## src/rtl/ascon_pack.sv

```systemverilog
// ascon_pack: shared types and constants for the ASCON-AEAD128 block packer.
//   seg_type_e     - segment kind carried with each block (AD or PT)
//   packer_state_e - packer FSM states
//   PAD_BYTE_C     - first byte of the 10* padding
//   BLOCK_BYTES_C  - bytes per AEAD128 rate block
package ascon_pack;

  localparam int unsigned BLOCK_BYTES_C = 16;
  localparam logic [7:0]  PAD_BYTE_C    = 8'h01;

  typedef enum logic {
    SEG_AD = 1'b0,
    SEG_PT = 1'b1
  } seg_type_e;

  typedef enum logic [1:0] {
    IDLE,
    FILL,
    HOLD
  } packer_state_e;

endpackage

```

## src/rtl/ascon_byte_buffer.sv

```systemverilog
// ascon_byte_buffer: byte-indexed block register used by the packer.
// Ports:
//   clock_i, reset_i  - clock and synchronous active-high reset
//   clear_i           - zero the block and the byte count
//   load_pad_i        - load a pad-only block (PAD_BYTE_C in byte 0); wins over clear_i
//   wr_en_i           - write wr_byte_i at index cnt_o and advance the count
//   wr_byte_i         - byte to write
//   pad_after_i       - with wr_en_i: put PAD_BYTE_C right after the written byte and
//                       zero every byte above it
//   data_o            - block contents, byte k at bits [8k+7:8k]
//   cnt_o             - number of bytes written since the last clear
module ascon_byte_buffer
  import ascon_pack::*;
#(
  parameter int unsigned BLOCK_BYTES = BLOCK_BYTES_C
) (
  input  logic                           clock_i,
  input  logic                           reset_i,
  input  logic                           clear_i,
  input  logic                           load_pad_i,
  input  logic                           wr_en_i,
  input  logic [7:0]                     wr_byte_i,
  input  logic                           pad_after_i,
  output logic [8*BLOCK_BYTES-1:0]       data_o,
  output logic [$clog2(BLOCK_BYTES):0]   cnt_o
);

  localparam int unsigned IdxW = $clog2(BLOCK_BYTES);
  localparam int unsigned CntW = IdxW + 1;

  logic [8*BLOCK_BYTES-1:0] r_data;
  logic [8*BLOCK_BYTES-1:0] w_data_d;
  logic [CntW-1:0]          r_cnt;
  logic [CntW-1:0]          w_cnt_d;
  logic [IdxW-1:0]          w_idx;

  // Writes only happen while cnt < BLOCK_BYTES, so the low bits address the byte.
  assign w_idx = r_cnt[IdxW-1:0];

  always_comb begin
    w_data_d = r_data;
    w_cnt_d  = r_cnt;
    if (load_pad_i) begin
      w_data_d      = '0;
      w_data_d[7:0] = PAD_BYTE_C;
      w_cnt_d       = '0;
    end else if (clear_i) begin
      w_data_d = '0;
      w_cnt_d  = '0;
    end else if (wr_en_i) begin
      w_data_d[w_idx*8 +: 8] = wr_byte_i;
      w_cnt_d                = r_cnt + CntW'(1);
      if (pad_after_i) begin
        for (int k = 0; k < int'(BLOCK_BYTES); k++) begin
          if (k == int'(r_cnt) + 1) begin
            w_data_d[k*8 +: 8] = PAD_BYTE_C;
          end else if (k > int'(r_cnt) + 1) begin
            w_data_d[k*8 +: 8] = 8'h00;
          end
        end
      end
    end
  end

  always_ff @(posedge clock_i) begin
    if (reset_i) begin
      r_data <= '0;
      r_cnt  <= '0;
    end else begin
      r_data <= w_data_d;
      r_cnt  <= w_cnt_d;
    end
  end

  assign data_o = r_data;
  assign cnt_o  = r_cnt;

endmodule

```

## src/rtl/ascon_block_packer.sv

```systemverilog
// ascon_block_packer: packs an AD byte stream followed by a PT byte stream into
// 128-bit little-endian blocks with 10* padding on the last block of each segment,
// handing one block to the ASCON core per completion strobe.
// Ports:
//   clock_i, reset_i           - clock and synchronous active-high reset
//   start_i                    - begin a new message (honoured only when idle)
//   byte_i/byte_valid_i        - input byte stream
//   byte_last_i                - last byte of the current segment
//   seg_empty_i                - with byte_valid_i: current segment is empty
//   byte_ready_o               - a byte is accepted this cycle
//   core_done_i                - core strobe granting one block credit
//   block_o/block_valid_o      - packed block and its one-cycle valid
//   block_type_o               - 0 = AD, 1 = PT
//   block_last_o               - padded final block of the segment
//   busy_o                     - message in progress
//   ad_len_o/pt_len_o          - byte counts per segment (ASCON_PACKER_STATS_EN only)
// Optional feature macro: ASCON_PACKER_STATS_EN.
module ascon_block_packer
  import ascon_pack::*;
#(
  parameter int unsigned BLOCK_BYTES = BLOCK_BYTES_C
) (
  input  logic                     clock_i,
  input  logic                     reset_i,
  input  logic                     start_i,
  input  logic [7:0]               byte_i,
  input  logic                     byte_valid_i,
  input  logic                     byte_last_i,
  input  logic                     seg_empty_i,
  output logic                     byte_ready_o,
  input  logic                     core_done_i,
  output logic [8*BLOCK_BYTES-1:0] block_o,
  output logic                     block_valid_o,
  output logic                     block_type_o,
  output logic                     block_last_o,
  output logic                     busy_o
`ifdef ASCON_PACKER_STATS_EN
  ,
  output logic [31:0]              ad_len_o,
  output logic [31:0]              pt_len_o
`endif
);

  localparam int unsigned CntW = $clog2(BLOCK_BYTES) + 1;

  packer_state_e            r_state, w_state_d;
  seg_type_e                r_phase, w_phase_d;
  logic                     r_credit, w_credit_d;
  logic                     r_last, w_last_d;
  logic                     r_pad_pending, w_pad_pending_d;
  logic [8*BLOCK_BYTES-1:0] r_block;
  logic                     r_block_type;
  logic                     r_block_last;

  logic                     w_emit;
  logic                     w_cnt_full;
  logic                     w_buf_clear;
  logic                     w_buf_load_pad;
  logic                     w_buf_wr;
  logic                     w_buf_pad_after;
  logic [8*BLOCK_BYTES-1:0] w_buf_data;
  logic [CntW-1:0]          w_buf_cnt;

  ascon_byte_buffer #(
    .BLOCK_BYTES (BLOCK_BYTES)
  ) u_buffer (
    .clock_i     (clock_i),
    .reset_i     (reset_i),
    .clear_i     (w_buf_clear),
    .load_pad_i  (w_buf_load_pad),
    .wr_en_i     (w_buf_wr),
    .wr_byte_i   (byte_i),
    .pad_after_i (w_buf_pad_after),
    .data_o      (w_buf_data),
    .cnt_o       (w_buf_cnt)
  );

  assign w_emit     = (r_state == HOLD) && r_credit;
  // The byte being accepted now fills the last slot.
  assign w_cnt_full = (w_buf_cnt == CntW'(BLOCK_BYTES - 1));

  always_comb begin
    w_state_d       = r_state;
    w_phase_d       = r_phase;
    w_last_d        = r_last;
    w_pad_pending_d = r_pad_pending;
    w_buf_clear     = 1'b0;
    w_buf_load_pad  = 1'b0;
    w_buf_wr        = 1'b0;
    w_buf_pad_after = 1'b0;
    unique case (r_state)
      IDLE: begin
        if (start_i) begin
          w_state_d       = FILL;
          w_phase_d       = SEG_AD;
          w_last_d        = 1'b0;
          w_pad_pending_d = 1'b0;
          w_buf_clear     = 1'b1;
        end
      end
      FILL: begin
        if (byte_valid_i) begin
          if (seg_empty_i) begin
            if (r_phase == SEG_AD) begin
              w_phase_d = SEG_PT;
            end else begin
              w_buf_load_pad = 1'b1;
              w_last_d       = 1'b1;
              w_state_d      = HOLD;
            end
          end else begin
            w_buf_wr = 1'b1;
            if (byte_last_i) begin
              w_state_d = HOLD;
              if (w_cnt_full) begin
                // Segment ends exactly on a block boundary: padding goes in its own block.
                w_last_d        = 1'b0;
                w_pad_pending_d = 1'b1;
              end else begin
                w_buf_pad_after = 1'b1;
                w_last_d        = 1'b1;
              end
            end else if (w_cnt_full) begin
              w_state_d = HOLD;
              w_last_d  = 1'b0;
            end
          end
        end
      end
      HOLD: begin
        if (w_emit) begin
          w_buf_clear = 1'b1;
          if (r_pad_pending) begin
            w_buf_load_pad  = 1'b1;
            w_last_d        = 1'b1;
            w_pad_pending_d = 1'b0;
          end else if (r_last) begin
            w_last_d = 1'b0;
            if (r_phase == SEG_AD) begin
              w_phase_d = SEG_PT;
              w_state_d = FILL;
            end else begin
              w_state_d = IDLE;
            end
          end else begin
            w_state_d = FILL;
          end
        end
      end
      default: w_state_d = IDLE;
    endcase
  end

  // An emission consumes the credit, but a strobe in the same cycle replaces it.
  always_comb begin
    w_credit_d = r_credit;
    if (w_emit) begin
      w_credit_d = core_done_i;
    end else if (core_done_i) begin
      w_credit_d = 1'b1;
    end
    if (r_state == IDLE || w_state_d == IDLE) begin
      w_credit_d = 1'b0;
    end
  end

  always_ff @(posedge clock_i) begin
    if (reset_i) begin
      r_state       <= IDLE;
      r_phase       <= SEG_AD;
      r_credit      <= 1'b0;
      r_last        <= 1'b0;
      r_pad_pending <= 1'b0;
      r_block       <= '0;
      r_block_type  <= 1'b0;
      r_block_last  <= 1'b0;
    end else begin
      r_state       <= w_state_d;
      r_phase       <= w_phase_d;
      r_credit      <= w_credit_d;
      r_last        <= w_last_d;
      r_pad_pending <= w_pad_pending_d;
      if (w_emit) begin
        r_block      <= w_buf_data;
        r_block_type <= r_phase;
        r_block_last <= r_last;
      end
    end
  end

  // The emitted block is presented straight from the buffer and then held in r_block,
  // so it stays visible while the buffer is refilled.
  assign block_valid_o = w_emit;
  assign block_o       = w_emit ? w_buf_data : r_block;
  assign block_type_o  = w_emit ? r_phase    : r_block_type;
  assign block_last_o  = w_emit ? r_last     : r_block_last;
  assign byte_ready_o  = (r_state == FILL);
  assign busy_o        = (r_state != IDLE);

`ifdef ASCON_PACKER_STATS_EN
  logic [31:0] r_ad_len;
  logic [31:0] r_pt_len;
  logic        w_count_byte;

  assign w_count_byte = (r_state == FILL) && byte_valid_i && !seg_empty_i;

  always_ff @(posedge clock_i) begin
    if (reset_i || (r_state == IDLE && start_i)) begin
      r_ad_len <= '0;
      r_pt_len <= '0;
    end else if (w_count_byte) begin
      if (r_phase == SEG_AD) begin
        if (r_ad_len != 32'hFFFF_FFFF) r_ad_len <= r_ad_len + 32'd1;
      end else begin
        if (r_pt_len != 32'hFFFF_FFFF) r_pt_len <= r_pt_len + 32'd1;
      end
    end
  end

  assign ad_len_o = r_ad_len;
  assign pt_len_o = r_pt_len;
`endif

endmodule
```

## config.mk

```make
export PLATFORM = sky130hd
export DESIGN_NAME = ascon_block_packer
export DESIGN_NICKNAME = d
export VERILOG_FILES = /design/src/rtl/ascon_pack.sv /design/src/rtl/ascon_byte_buffer.sv /design/src/rtl/ascon_block_packer.sv
export SDC_FILE = /design/constraint.sdc
export NUM_CORES = 1
export LEC_CHECK = 0
export BUFFER_PORTS_ARGS = -buffer_cell sky130_fd_sc_hd__clkbuf_2
export CAP_MARGIN = 25
export CORE_MARGIN = 8
export CORE_UTILIZATION = 50
export DETAILED_ROUTE_END_ITERATION = 8
export GPL_ROUTABILITY_DRIVEN = 0
export PLACE_DENSITY = 0.7
export SETUP_SLACK_MARGIN = 0.5
export SLEW_MARGIN = 20
export SYNTH_ARGS = -nofsm -noshare
export SYNTH_HDL_FRONTEND = slang
export SYNTH_SLANG_ARGS = --single-unit
```

## constraint.sdc

```tcl
create_clock -name clock_i -period 6.3 [get_ports clock_i]
set_clock_uncertainty 0.15 [all_clocks]
set_input_delay 0.315 -clock clock_i [delete_from_list [all_inputs] [get_ports clock_i]]
set_output_delay 0.315 -clock clock_i [all_outputs]
set_load 0.02 [all_outputs]
```

==> results of run 1 <==
==> registers in the layout, summed over array words and instances (netlist names) <==
register	flops
r_pad_pending	1
r_last	1
r_block_last	1
u_buffer.data_o	128
r_block	128
r_phase	1
r_block_type	1
r_credit	1
r_state	2
u_buffer.cnt_o	5
==> cell usage after synthesis (6+ instances only) <==
cell and number:
a32o_1 39, mux2i_1 20, nor2b_1 140, a22o_1 6, nand3_1 42, nand2_1 70
mux2_2 132, clkbuf_1 51, and2_1 12, buf_2 12, ha_1 13, o21ai_0 19
a211oi_1 8, inv_1 17, nor2_1 54, o2bb2ai_1 21, a31oi_1 9, nor3_1 9
a21oi_1 54, and3_1 15, dfxtp_1 269
==> worst max-delay path: stages (launching register included) <==
cell and delay, ns:
dfxtp_1 0.92, inv_1 0.28, ha_1 0.74, nor3b_1 0.43, a21boi_1 0.51, nand2_1 0.19, nor3_2 0.45, a32o_1 0.25
==> through the flow <==
stage | util | hold slack, ns | area [sq um] | std cells
2_1_floorplan | - | 0.279 | 11600 | 1134
3_3_place_gp | 0.548 | 0.295 | 12400 | 1499
4_1_cts | 0.594 | 0.0299 | 13400 | 1550
5_1_grt | 0.594 | 0.0352 | 13400 | 1550
6_report | 0.594 | 0.0357 | 13400 | 1550
3_5_place_dp | 0.548 | 0.294 | 12400 | 1499
==> cell families (layout without fill, tap and decap cells) <==
| logic type | Yosys count | count (layout) | share of synthesized area |
|---|---|---|---|
| buf+inv | 90 | 221 | 0.0331 |
| mux | 154 | 154 | 0.148 |
| simple gates | 387 | 387 | 0.186 |
| fa+ha+maj | 13 | 13 | 0.0141 |
| xor+xnor | 6 | 6 | 0.00520 |
| compound gates | 215 | 215 | 0.148 |
| flops | 269 | 269 | 0.466 |
==> area by class of cell <==
class	count	area, sq um	share of cell area
Clock buffer	42	873	0.0650
Clock inverter	8	158	0.0117
Inverter	17	63.8	0.00475
Multi-Input combinational cell	775	5810	0.432
Sequential cell	269	5390	0.401
Tap cell	285	357	0.0265
Timing Repair Buffer	154	793	0.0590
==> layer usage <==
| metal | vias up | wire length (um) |
|---|---|---|
| li1 | 4282 | - |
| met1 | 4247 | 13500 |
| met2 | 293 | 13700 |
| met3 | 64 | 1920 |
| met4 | 0 | 825 |
| met5 | - | 0 |
==> where the power goes <==
group          internal [mW]  leakage [nW]  switching [mW]
Combinational         0.0394          2.72           0.121
Clock                   1.12         0.505           0.667
Sequential              1.71          2.17         0.00647
Total                   2.86          5.39           0.795
==> what timing repair did <==
item	CTS	global route
endpoints found under the hold margin	1	0
hold buffers	1	0
setup endpoints to repair	0	0
==> layout by cell type (no fill, tap or decap), types with 6 or more instances in the layout <==
master / count
dfxtp_1: 269
clkbuf_2: 146
nor2b_1: 140
mux2_2: 132
nand2_1: 69
nor2_1: 54
a21oi_1: 54
nand3_1: 42
a32o_1: 39
clkbuf_16: 28
o2bb2ai_1: 21
mux2i_1: 20
o21ai_0: 19
inv_1: 17
and3_1: 15
ha_1: 13
and2_1: 12
clkbuf_8: 12
nor3_1: 9
a31oi_1: 9
a211oi_1: 8
buf_4: 7
a22o_1: 6
==> worst paths after layout <==
| kind | end | depth (start not counted) | startpoint |
|---|---|---|---|
| setup / recovery | u_buffer.data_o[114] | 7 | u_buffer.cnt_o[0] |
| hold / removal | r_pad_pending | 3 | byte_last_i |
| setup reg to reg | u_buffer.data_o[114] | 7 | u_buffer.cnt_o[0] |
| hold reg to reg | u_buffer.data_o[92] | 2 | u_buffer.data_o[92] |
==> qor.yml, run 1 <==
status:
  status: "finished, final reports clean"
grt:
  grt_start_max_net_pins: 71
  top_usage_layer: "met2"
  globalRoute.totalOverflow: 0
  grt_pass1_vias: 8684
  grt_first_pass_wirelength_mm: 48.0
  groute.usage.overall: 0.205
  met2_usage: 0.336
  grtUsageMet1: 0.269
  antenna_found_initial: 1
  gr-usage-met3: 0.0393
synthesis:
  yosysWarningCount: 0
  synth_nets: 1162
  syn-cell-area_sq_um: 11600
  synth_top_area_frac: 0.466
  yosysUniqueCellTypes: 81
  ys_seq_area_frac: 0.466
  synth-edff-count: 0
  async_flop_share: 0
  synthFlopType: "dfxtp_1"
  synth_area_per_cell_sq_um: 10.2
  synthTopCellsByArea: "dfxtp_1 (47%), mux2_2 (13%), nor2b_1 (7.6%)"
  synth_seq_cells: 269
  yosysTopAreaCell: "dfxtp_1"
  synthCells: 1134
floorplanning:
  row_count: 55
  core_area_sq_um: 22600
  die_x_um: 168
  die_h_um: 168
  fp.dieArea_sq_um: 28200
  ios: 148
  start_util: 0.511
clocking:
  clkSlewWorstSetupHoldPaths_ns: 0.07
  cts_resized: 0
  ctsRootBufferMaster: "clkbuf_16"
  clock-sinks: 269
  cts_tree: "built"
  cts_buffers: 28
  insertion_delay_ns: 0.54
  clock_path_buffers: 3
  cts_max_level: 1
  cts_setup_buffers: 0
timing:
  setup-violations-final: 0
  relSlewSlack: 0.376
  final.setup.worst_slack_ns: 2.34
  finalHoldViolations: 0
  tightest_slew_ns: 0.933
  min_period_over_period: 0.628
  report.final.slew_viol_count: 0
  timing.fmax_ghz: 0.253
  rsz0062_at_grt: "false"
  period_needed_ns: 3.96
  setup-tns-final_ns: 0
place:
  port_buffers: 147
  dpl.hpwl_mm: 20.7
  pre_cts_ws_ns: 2.51
layout:
  final_nets: 1273
  fill_cells: 1961
  antenna-diode-count: 0
  syn_to_final_growth_pct: 16.3
  drive_gt1_frac: 0.292
detailed_routing:
  drt_pass1_iterations: 5
  ant_nets: 0
  routed-via-count: 8886
  drc: 0
  route.detailed.wl_per_inst_um: 19.3
  wirelength_mm: 30.0
  drt-initial-drc-count: 701
  vias_per_cell: 5.73
worst_setup_path:
  reg2reg_setup_slack_ns: 2.34
  crit_fanout: 28
  worstPathRequired_ns: 6.63
  crit_type: "reg2reg"
  crit_path_start_kind: "flop"
  worstPathArrival_ns: 4.29
  end_kind: "flop"
power:
  power.leakage_nw: 5.39
  power_density_nw_per_um2: 272
  ir_worst_vdd_v: 0.000245
  power_mw: 3.66
flow_run:
  cap_violations: 0
hold_path:
  hp-class: "in2reg"
(Power assumes the default switching activity.)
==> run 2: changes to the inputs <==
clock period = 4.1 ns   (was 6.3 ns; I/O delays follow)
==> run 2 against run 1 <==
Compared with the run above: global-route usage rose by 0.20 points; die area unchanged; register-to-register slack lost 1.5 ns; sequential share of layout area decreased by 0.16 points; cell count up 1.0%; sequential cell count unchanged; fmax rose by 21%; combinational power up 60%; core utilization rose by 0.27 points; via count grew 1.1%; total power grew 50%; largest cell class unchanged; largest power group is now sequential cells.
==> qor.yml, run 2 (synthesized netlist as in run 1, its figures left out) <==
clocking:
  cts_tree: "built"
  insertion_delay_ns: 0.53
  cts_buffers: 28
  ctsRootBufferMaster: "clkbuf_16"
  clock-sinks: 269
  cts_max_level: 1
  clock_path_buffers: 3
  clkSlewWorstSetupHoldPaths_ns: 0.06
timing:
  period_needed_ns: 3.28
  timing.hold.ws_ns: 0.0228
  finalHoldViolations: 0
  setup-tns-final_ns: 0
  timing.fmax_ghz: 0.304
  setup-violations-final: 0
  tightest_slew_ns: 0.917
  relSlewSlack: 0.386
  report.final.slew_viol_count: 0
  min_period_over_period: 0.801
  rsz0062_at_grt: "false"
grt:
  grt_first_pass_wirelength_mm: 48.4
  grt_start_max_net_pins: 71
  groute.usage.overall: 0.207
  antenna_found_initial: 3
  grt_pass1_vias: 8755
  globalRoute.totalOverflow: 0
detailed_routing:
  ant_nets: 0
  wirelength_mm: 30.4
  drt_pass1_iterations: 6
  routed-via-count: 8981
  vias_per_cell: 5.73
  route.detailed.wl_per_inst_um: 19.4
  drt-initial-drc-count: 654
  drc: 0
power:
  power_density_nw_per_um2: 405
  swShare: 0.222
  ir_worst_vdd_v: 0.000298
  power_switching_mw: 1.21
  p_int_mw: 4.26
  p_clk_frac: 0.473
  power.leakage_nw: 5.43
  power_mw: 5.47
  sequentialPowerShare: 0.480
  p_comb_frac: 0.047
layout:
  seqCellArea_sq_um: 5390
  final_nets: 1287
  fill_cells: 1923
  drive_gt1_frac: 0.294
  layout_commonest_cell: "dfxtp_1"
  stdcell_count: 1566
  final_cell_mix: "dfxtp_1 (267), clkbuf_2 (146), nor2b_1 (140), mux2_2 (132), nand2_1 (69)"
  multi_input_area_sq_um: 5810
  syn_to_final_growth_pct: 16.8
floorplanning:
  die_h_um: 168
  die_x_um: 168
  ios: 148
  core_area_sq_um: 22600
  row_count: 55
  start_util: 0.511
  fp.dieArea_sq_um: 28200
worst_setup_path:
  cp.depth: 9
  reg2reg_depth: 9
  worstPathRequired_ns: 4.37
  critPathMaxStageDelay_ns: 0.50
  slowest_stage: "dfxtp_2"
  cpMostUsedCell: "ha_1"
  cp_num_buf_inv: 1
  crit_family: "simple AND/OR/NAND/NOR gates"
  crit_type: "reg2reg"
  cp_cell_sequence: "ha_1 > inv_1 > nor3_1 > ha_1 > nand4b_1 > a211oi_1 > nand2_1 > and3b_1 > a32o_1"
  crit_path_start_kind: "flop"
  worstPathArrival_ns: 3.55
  crit_fanout: 17
  end_kind: "flop"
hold_path:
  hold_depth: 4
  hp-class: "in2reg"
status:
  status: "finished, final reports clean"
flow_run:
  cap_violations: 0
place:
  port_buffers: 147
  dpl.hpwl_mm: 21.0
  place_inst: 1508
==> run 2: final timing paths <==
check | from | endpoint | slack, ns
worst max register to register | u_buffer.cnt_o[1] | u_buffer.data_o[50] | 0.82
worst min-delay path | seg_empty_i | r_pad_pending | 0.02
worst max-delay path | u_buffer.cnt_o[1] | u_buffer.data_o[50] | 0.82
worst min register to register | u_buffer.data_o[92] | u_buffer.data_o[92] | 0.30
==> run 2: worst register-to-register path, stage by stage (launching register included) <==
cell and delay, ns:
dfxtp_2 0.50, ha_1 0.41, inv_1 0.14, nor3_1 0.20, ha_1 0.36, nand4b_1 0.19, a211oi_1 0.37, nand2_1 0.29
and3b_1 0.34, a32o_1 0.23
==> run 2: cell type report <==
cell class,instances,share of cell area
Clock buffer,41,0.0608
Timing Repair Buffer,168,0.0689
Sequential cell,269,0.399
Tap cell,285,0.0264
Clock inverter,10,0.00973
Antenna cell,1,0.000185
Multi-Input combinational cell,775,0.430
Inverter,17,0.00473
==> run 2: through the flow <==
stage	cell area (sq um)	utilization	worst slack (ns)
floorplan	11600	-	1.08
global placement	12500	0.552	0.845
detailed placement	12500	0.552	0.687
CTS	13500	0.596	0.664
global route	13500	0.596	0.524
finish	13500	0.596	0.815
==> run 2: power by group through the flow <==
| stage | sequential, mW | clock [mW] | combinational [mW] |
|---|---|---|---|
| floorplan | 2.68 | 0 | 0.167 |
| global placement | 2.69 | 0 | 0.246 |
| detailed placement | 2.69 | 0 | 0.246 |
| CTS | 2.63 | 2.63 | 0.252 |
| global route | 2.63 | 2.75 | 0.274 |
| finish | 2.63 | 2.59 | 0.256 |
==> run 2: repair_timing <==
item	CTS	global route
setup buffers	0	0
hold buffers	5	0
gates resized for setup	0	2
hold endpoints to repair	9	0
endpoints found under the setup margin	0	21
==> run 2: per-layer routing <==
layer  track usage  vias up  share of wire
li1              -     4315              -
met1         0.264     4301           0.44
met2         0.347      312           0.47
met3        0.0454       53          0.069
met4        0.0602        0          0.024
met5             0        -              0
==> run 3: changes to the inputs <==
clock period = 3.4 ns   (was 4.1 ns; I/O delays follow)
==> run 3 against run 2 <==
Compared with the run above: cell count up 2.2%; register-to-register slack lost 0.25 ns; sequential power up 21%; sequential cell count is the same; fmax rose by 16%; design area increased by 2.5%; worst setup slack got worse by 0.25 ns; largest cell class unchanged; global-route usage is 0.19 points lower; die area is the same; first-iteration DRC count grew 3.8%; combinational power increased by 29%; clock power is 17% higher.
==> qor.yml, run 3 (synthesized netlist as in run 1, its figures left out) <==
timing:
  final.setup.worst_slack_ns: 0.568
  report.final.slew_viol_count: 0
  timing.fmax_ghz: 0.353
  relSlewSlack: 0.375
  finalHoldViolations: 0
  rsz0062_at_grt: "true"
  min_period_over_period: 0.833
  tightest_slew_ns: 0.934
  setup-tns-final_ns: 0
  setup-violations-final: 0
  period_needed_ns: 2.83
power:
  power_density_nw_per_um2: 471
  power_switching_mw: 1.47
  ir_worst_vdd_v: 0.000326
  p_int_mw: 5.05
  power.leakage_nw: 5.60
  p_comb_frac: 0.051
  power_mw: 6.52
  p_clk_frac: 0.464
  swShare: 0.225
  sequentialPowerShare: 0.486
status:
  status: "finished, final reports clean"
clocking:
  cts_tree: "built"
  insertion_delay_ns: 0.53
  clkSlewWorstSetupHoldPaths_ns: 0.06
  clock-sinks: 269
  cts_max_level: 1
  clock_path_buffers: 3
  cts_buffers: 27
  ctsRootBufferMaster: "clkbuf_16"
worst_setup_path:
  end_kind: "flop"
  worstPathRequired_ns: 3.67
  r2r_start: "u_buffer.cnt_o[0]"
  worstReg2RegEnd: "u_buffer.data_o[52]"
  crit_family: "simple AND/OR/NAND/NOR gates"
  critPathMaxStageDelay_ns: 0.44
  cp_num_buf_inv: 1
  crit_type: "reg2reg"
  reg2reg_depth: 9
  cp.depth: 9
  cp_cell_sequence: "ha_1 > inv_1 > nor3_2 > ha_2 > and2_1 > or2_2 > a211oi_4 > and3b_2 > a32o_1"
  crit_path_start_kind: "flop"
  slowest_stage: "dfxtp_4"
  worstPathArrival_ns: 3.10
  reg2reg_setup_slack_ns: 0.57
  crit_fanout: 14
place:
  pre_cts_ws_ns: 0.397
  place_inst: 1526
  port_buffers: 147
  dpl.hpwl_mm: 20.9
hold_path:
  hp-class: "in2reg"
  hp-start: "byte_i[1]"
  worstHoldEndpoint: "u_buffer.data_o[57]"
  hold_depth: 3
grt:
  grt_pass1_vias: 8813
  groute.usage.overall: 0.205
  globalRoute.totalOverflow: 0
  antenna_found_initial: 1
  grt_start_max_net_pins: 83
  grt_first_pass_wirelength_mm: 48.0
layout:
  drive_gt1_frac: 0.319
  finish.utilization: 0.611
  final_cell_mix: "dfxtp_1 (267), clkbuf_2 (146), nor2b_1 (139), mux2_2 (132), nand2_1 (69)"
  layout_commonest_cell: "dfxtp_1"
  final_nets: 1325
  antenna-diode-count: 0
  fill_cells: 1878
  stdcell_count: 1601
  syn_to_final_growth_pct: 19.7
floorplanning:
  row_count: 55
  die_x_um: 168
  ios: 148
  start_util: 0.511
  die_h_um: 168
  core_area_sq_um: 22600
  fp.dieArea_sq_um: 28200
detailed_routing:
  route.detailed.wl_per_inst_um: 19.0
  routed-via-count: 9057
  drc: 0
  drt_pass1_iterations: 6
  vias_per_cell: 5.66
  ant_nets: 0
  drt-initial-drc-count: 679
  wirelength_mm: 30.4
flow_run:
  cap_violations: 0
## run 3: routing by layer
layer  wire, um  GRT usage  part of all wire
met1      13600      0.268              0.45
met2      13900      0.336              0.46
met3       2060     0.0416             0.068
met4        796     0.0633             0.026
met5          0          0                 0
## run 3: layout make-up
type,instances,area (sq um),area share
multi-input cells,775,5880,0.425
flip-flops and latches,269,5390,0.390
repair buffers,207,1240,0.0893
clock buffers,37,763,0.0552
well taps,285,357,0.0258
clock inverters,11,144,0.0104
inverters,17,63.8,0.00461
## run 3: worst max path at each step
stage | startpoint | to | slack, ns
2_1_floorplan | u_buffer.cnt_o[0] | u_buffer.data_o[49] | 0.54
3_3_place_gp | u_buffer.cnt_o[0] | u_buffer.data_o[51] | 0.49
3_5_place_dp | u_buffer.cnt_o[1] | u_buffer.data_o[52] | 0.40
4_1_cts | u_buffer.cnt_o[1] | u_buffer.data_o[52] | 0.51
5_1_grt | u_buffer.cnt_o[0] | u_buffer.data_o[51] | 0.48
6_report | u_buffer.cnt_o[0] | u_buffer.data_o[52] | 0.57
## run 3: worst min-delay path, delay by kind of cell
| kind | cells | cell delay [ns] |
|---|---|---|
| buffers and inverters | 1 | 0.31 |
| AND/OR/NAND/NOR | 1 | 0.15 |
| AO/OA/AOI/OAI | 1 | 0.05 |
## run 3: through the flow
| stage | cell area (sq um) | hold slack, ns |
|---|---|---|
| 5_1_grt | 13800 | 0.0733 |
| 3_3_place_gp | 12600 | 0.297 |
| 2_1_floorplan | 11600 | 0.176 |
| 3_5_place_dp | 12600 | 0.298 |
| 4_1_cts | 13600 | 0.0452 |
| 6_report | 13800 | 0.0665 |
## run 3: power groups by stage
stage          clock network, mW  logic, mW  registers (mW)
2_1_floorplan                  0      0.201            3.24
3_3_place_gp                   0      0.305            3.24
3_5_place_dp                   0      0.307            3.24
4_1_cts                     3.08      0.316            3.17
5_1_grt                     3.19      0.355            3.17
6_report                    3.02      0.330            3.17
## run 3: what timing repair did
action / in CTS / in global routing
hold buffers: 9 / 0
hold endpoints to repair: 13 / 0
pin swaps: 0 / 5
gates resized for setup: 6 / 10
setup endpoints to repair: 43 / 63
buffers inserted: 0 / 18
